### src/rtl/simon_data_in_pkg.sv
// Shared SIMON definitions for the byte-serial input stage: word/key sizing,
// packet framing sizes, FSM state codes and info-byte bit positions.
package simon_data_in_pkg;

  localparam int SIMON_N = 16;
  localparam int SIMON_M = 4;

  localparam int BLK_BYTES = 2 * SIMON_N / 8;
  localparam int KEY_BYTES = SIMON_M * SIMON_N / 8;

  typedef logic [2:0] state_t;

  localparam state_t INFO  = 3'd0;
  localparam state_t COUNT = 3'd1;
  localparam state_t DATA  = 3'd2;
  localparam state_t KEY   = 3'd3;
  localparam state_t HOLD  = 3'd4;

  localparam int KP_BIT  = 0;
  localparam int DEC_BIT = 1;

endpackage

### src/rtl/simon_data_in_shift.sv
// Byte-wide shift-in register: each enabled byte enters at the LSB end, so the
// first byte of a sequence ends up in the most significant byte.
module simon_shift_in #(
  parameter int W = 32
) (
  input  logic         clk,
  input  logic         clr,
  input  logic         en,
  input  logic [7:0]   byteIn,
  output logic [W-1:0] q
);

  always_ff @(posedge clk) begin
    if (clr) begin
      q <= '0;
    end else if (en) begin
      q <= {q[W-9:0], byteIn};
    end
  end

endmodule

### src/rtl/simon_data_in.sv
// Packet deserializer ahead of the SIMON core: collects info, count, block and
// optional key bytes, then holds them under dataVALID until readDATA.
module simon_data_in
  import simon_data_in_pkg::*;
#(
  parameter int N = simon_data_in_pkg::SIMON_N,
  parameter int M = simon_data_in_pkg::SIMON_M
) (
  input  logic                clk,
  input  logic                nR,
  input  logic [7:0]          byteIN,
  input  logic                byteVALID,
  output logic                byteREADY,
  output logic [7:0]          infoIN,
  output logic [7:0]          countIN,
  output logic [1:0][N-1:0]   inDATA,
  output logic [M-1:0][N-1:0] keyIN,
  output logic                newKEY,
  output logic                dataVALID,
  input  logic                readDATA
);

  localparam int BlkW     = 2 * N;
  localparam int KeyW     = M * N;
  localparam int BlkBytes = BlkW / 8;
  localparam int KeyBytes = KeyW / 8;
  localparam int CW       = $clog2(KeyBytes) + 1;

  localparam logic [CW-1:0] BlkLast = CW'(BlkBytes - 1);
  localparam logic [CW-1:0] KeyLast = CW'(KeyBytes - 1);

  state_t          state;
  logic [CW-1:0]   cnt;
  logic            xfer;
  logic [BlkW-1:0] blkQ;
  logic [KeyW-1:0] keyStage;
  logic [KeyW-1:0] keyNext;

  assign xfer    = byteVALID & byteREADY;
  assign inDATA  = blkQ;
  // The final key byte is folded in on the fly so keyIN updates on that edge.
  assign keyNext = {keyStage[KeyW-9:0], byteIN};

  simon_shift_in #(.W(BlkW)) uBlk (
    .clk    (clk),
    .clr    (!nR),
    .en     (xfer && (state == DATA)),
    .byteIn (byteIN),
    .q      (blkQ)
  );

  simon_shift_in #(.W(KeyW)) uKey (
    .clk    (clk),
    .clr    (!nR),
    .en     (xfer && (state == KEY)),
    .byteIn (byteIN),
    .q      (keyStage)
  );

  always_ff @(posedge clk) begin
    if (!nR) begin
      state     <= INFO;
      cnt       <= '0;
      byteREADY <= 1'b0;
      dataVALID <= 1'b0;
      newKEY    <= 1'b0;
      infoIN    <= '0;
      countIN   <= '0;
      keyIN     <= '0;
    end else begin
      case (state)
        INFO: begin
          byteREADY <= 1'b1;
          if (xfer) begin
            infoIN <= byteIN;
            state  <= COUNT;
          end
        end
        COUNT: begin
          if (xfer) begin
            countIN <= byteIN;
            cnt     <= '0;
            state   <= DATA;
          end
        end
        DATA: begin
          if (xfer) begin
            if (cnt == BlkLast) begin
              cnt <= '0;
              if (infoIN[KP_BIT]) begin
                state <= KEY;
              end else begin
                state     <= HOLD;
                byteREADY <= 1'b0;
                dataVALID <= 1'b1;
                newKEY    <= 1'b0;
              end
            end else begin
              cnt <= cnt + 1'b1;
            end
          end
        end
        KEY: begin
          if (xfer) begin
            if (cnt == KeyLast) begin
              keyIN     <= keyNext;
              cnt       <= '0;
              state     <= HOLD;
              byteREADY <= 1'b0;
              dataVALID <= 1'b1;
              newKEY    <= 1'b1;
            end else begin
              cnt <= cnt + 1'b1;
            end
          end
        end
        HOLD: begin
          if (readDATA) begin
            dataVALID <= 1'b0;
            newKEY    <= 1'b0;
            byteREADY <= 1'b1;
            state     <= INFO;
          end
        end
        default: begin
          state     <= INFO;
          byteREADY <= 1'b1;
          dataVALID <= 1'b0;
          newKEY    <= 1'b0;
        end
      endcase
    end
  end

endmodule

### config.mk
export PLATFORM = sky130hd
export DESIGN_NAME = simon_data_in
export DESIGN_NICKNAME = d
export VERILOG_FILES = /design/src/rtl/simon_data_in_pkg.sv /design/src/rtl/simon_data_in_shift.sv /design/src/rtl/simon_data_in.sv
export SDC_FILE = /design/constraint.sdc
export NUM_CORES = 1
export LEC_CHECK = 0
export BUFFER_PORTS_ARGS = -buffer_cell sky130_fd_sc_hd__buf_2
export CAP_MARGIN = 20
export CORE_UTILIZATION = 45
export DETAILED_ROUTE_END_ITERATION = 16
export PLACE_DENSITY = 0.67
export SETUP_SLACK_MARGIN = 0.4
export SLEW_MARGIN = 20
export SYNTH_ARGS = -nofsm -noshare
export SYNTH_HDL_FRONTEND = slang
export SYNTH_SLANG_ARGS = --single-unit
### constraint.sdc
create_clock -name clk -period 4.4 [get_ports clk]
set_input_delay 0.22 -clock clk [delete_from_list [all_inputs] [get_ports clk]]
set_output_delay 0.22 -clock clk [all_outputs]
set_load 0.05 [all_outputs]
==> impl_metrics.env <==
export IMPL_grt_usage=0.2087
export IMPL_ys_seq_area_frac=0.5616
export IMPL_synth_top_cells_by_count="311 x nand2_1, 178 x dfxtp_1, 144 x a21oi_1, 38 x clkbuf_1, 21 x nor2_1"
export IMPL_synth_most_common_cell="nand2_1"
export IMPL_area_growth_pct=21.34
export IMPL_powerDensity_mw_per_mm2=458.5
export IMPL_ys_async_sr_fraction=0
export IMPL_max_slew_margin=0.3040
export IMPL_pre_cts_slack_ps=2111
export IMPL_syn_nets=800
export IMPL_gp_congestion=0.8072
export IMPL_maxCapViolations=0
export IMPL_cts_setup_buffers=0
export IMPL_setup_slack_ps=2110
export IMPL_wl_per_cell_microns=13.75
export IMPL_fin_worst_skew_ps=12.32
export IMPL_crit_required_ps=4660
export IMPL_post_cts_resized=0
export IMPL_fp_dieH_microns=120.7
export IMPL_drt_iter0_drc=339
export IMPL_ant_nets=0
export IMPL_status="completed"
export IMPL_grt_pass1_wl_mm=24.14
export IMPL_hold_depth=3
export IMPL_whs_endpoint="uBlk.q[6]"
export IMPL_period_share=0.5205
export IMPL_setup_worst_path_class="flip-flop to flip-flop"
export IMPL_rows=43
export IMPL_cts_buffer_depth=2
export IMPL_cts_max_level=4
export IMPL_initial_core_util=0.4589
export IMPL_dpl_hpwl_mm=9.515
export IMPL_first_pass_iters=5
export IMPL_syn_area_sq_mm=0.006345
export IMPL_startpoint_type="flip-flop"
export IMPL_die_area_sq_mm=0.01458
export IMPL_rr_endpoint="keyIN[47]"
export IMPL_synthCells=787
export IMPL_p_leak_uw=0.002991
export IMPL_die_w_microns=120.7
export IMPL_final_nets=895
export IMPL_drive_gt1_frac=0.1922
export IMPL_overflow=0
export IMPL_finalHoldViolCount=0
export IMPL_antenna_found_initial=0
export IMPL_post_route_min_period_ps=2290
export IMPL_cts_tree="built"
export IMPL_hold_path_class="input pin to flip-flop"
export IMPL_finalWirelength_mm=14.78
export IMPL_synth_top_area_cell="dfxtp_1"
export IMPL_core_area_sq_mm=0.01383
export IMPL_ir_drop_v=0.0002739
export IMPL_holdCritStartpoint="byteIN[6]"
export IMPL_route_vias_total=5339
export IMPL_holdBufCountCts=0
export IMPL_end_kind="flip-flop"
export IMPL_yosys_warnings=0
export IMPL_setup_tns_ps=0
export IMPL_synth_area_leaders="dfxtp_1 56%, nand2_1 18%, a21oi_1 11%"
export IMPL_cts_buffers=17
export IMPL_max_freq_mhz=436.7
export IMPL_postSynthRegisterBits=178
export IMPL_yosysTopAreaCellShare=0.5616
export IMPL_grt_start_max_net_pins=81
export IMPL_viasPerCell=4.967
export IMPL_rsz0062_at_grt="no"
export IMPL_report_final_setup_viol=0
export IMPL_clkTransAtPathRegs_ps=60
export IMPL_dp_cells=1043
export IMPL_instances_no_fill=1075
export IMPL_io_buffer_count=126
export IMPL_arrival_ps=2550
export IMPL_avgSynthCellArea_sq_um=8.062
export IMPL_grt_pass1_vias=4733
export IMPL_ios=127
export IMPL_cts_sinks=178
export IMPL_clock_latency_ps=420
export IMPL_slew_violations=0
export IMPL_drc=0
export IMPL_antennaDiodeCount=0
export IMPL_reg2reg_slack_ps=2110
export IMPL_root_buffer="clkbuf_16"
export IMPL_cp_max_fo=35
export IMPL_ys_types=37
export IMPL_tightest_slew_ps=1040
export IMPL_power_total_uw=3530
export IMPL_synth_ff_type="dfxtp_1"
export IMPL_r2r_start="state[1]"
export IMPL_rr_worst_depth=5
export IMPL_synth_edf_count=0
-- placed cells by master, fill, tap and decap left out, types with 2 or more instances in the layout --
cell type / netlist / final
clkbuf_16: 0 / 17
o21ai_0: 4 / 4
nor2_1: 21 / 21
inv_6: 0 / 2
nand3_1: 5 / 4
nor2b_1: 3 / 3
a2111oi_0: 2 / 2
clkbuf_8: 0 / 2
o21a_1: 2 / 2
bufinv_16: 0 / 5
clkinv_2: 0 / 4
mux2i_1: 16 / 16
nand2_1: 311 / 310
nand2b_1: 3 / 3
a21oi_1: 144 / 144
buf_4: 0 / 6
a21boi_0: 13 / 13
nor4b_1: 3 / 2
nor3_1: 5 / 4
dfxtp_1: 178 / 178
buf_2: 17 / 126
-- routing by layer --
| metal | wire [microns] | track usage | part of all wire |
|---|---|---|---|
| met3 | 835 | 0.06368 | 0.056 |
| met4 | 59 | 0.06559 | 0.0040 |
| met2 | 7278 | 0.3226 | 0.49 |
| met5 | 0 | 0 | 0 |
| met1 | 6608 | 0.2782 | 0.45 |
-- cell type report --
cell class              instances  area [sq um]
flip-flops and latches        178          3563
clock inverters                13         203.9
clock buffers                  19         452.9
inverters                       2         10.01
well taps                     180         225.2
fillers                      1335          6128
multi-input cells             551          2567
repair buffers                132         675.6
-- cell families after synthesis --
kind of cell             Yosys count  synth area share
XOR/XNOR                           1          0.001381
buffers and inverters             58           0.03766
multiplexers                      16           0.02524
flip-flops                       178            0.5616
AO/OA/AOI/OAI                    171            0.1445
adder cells (fa/ha/maj)            1          0.001972
AND/OR/NAND/NOR                  362            0.2276
-- flip-flops by register name, summed over array words and instances, names as in the netlist --
register,cells
uBlk.q,32
dataVALID,1
newKEY,1
byteREADY,1
state,3
cnt,4
keyIN,64
infoIN,8
countIN,8
uKey.q,56
-- power by group --
part	total [uW]	switching, uW	internal [uW]
combinational	213	154	59.1
sequential	1660	26.1	1630
clock	1660	621	1040
-- worst max-delay path: stages, from the launching register on --
cell and delay, ps:
dfxtp_1 510, and4b_1 380, nand3_2 550, buf_4 490
nand2_1 120, a21oi_1 60
-- stage by stage --
step                      hold WS (ps)    util  area (sq um)
after global placement           439.6  0.5090          7038
after detailed placement         444.2  0.5090          7038
after global routing             96.23  0.5568          7699
after floorplan                  356.0       -          6345
final                            88.33  0.5568          7699
after CTS                        71.71  0.5565          7695
-- worst max-delay path by stage --
stage / slack [ps] / to / cells after the start / from
detailed placement: 2110 / keyIN[19] / 4 / state[1]
global route: 1910 / keyIN[49] / 5 / state[1]
finish: 2110 / keyIN[47] / 5 / state[1]
floorplan: 2420 / cnt[3] / 4 / byteREADY
CTS: 2100 / keyIN[19] / 4 / state[1]
global placement: 2170 / keyIN[58] / 5 / state[1]
Note: power is estimated with default switching activity, not from simulation.
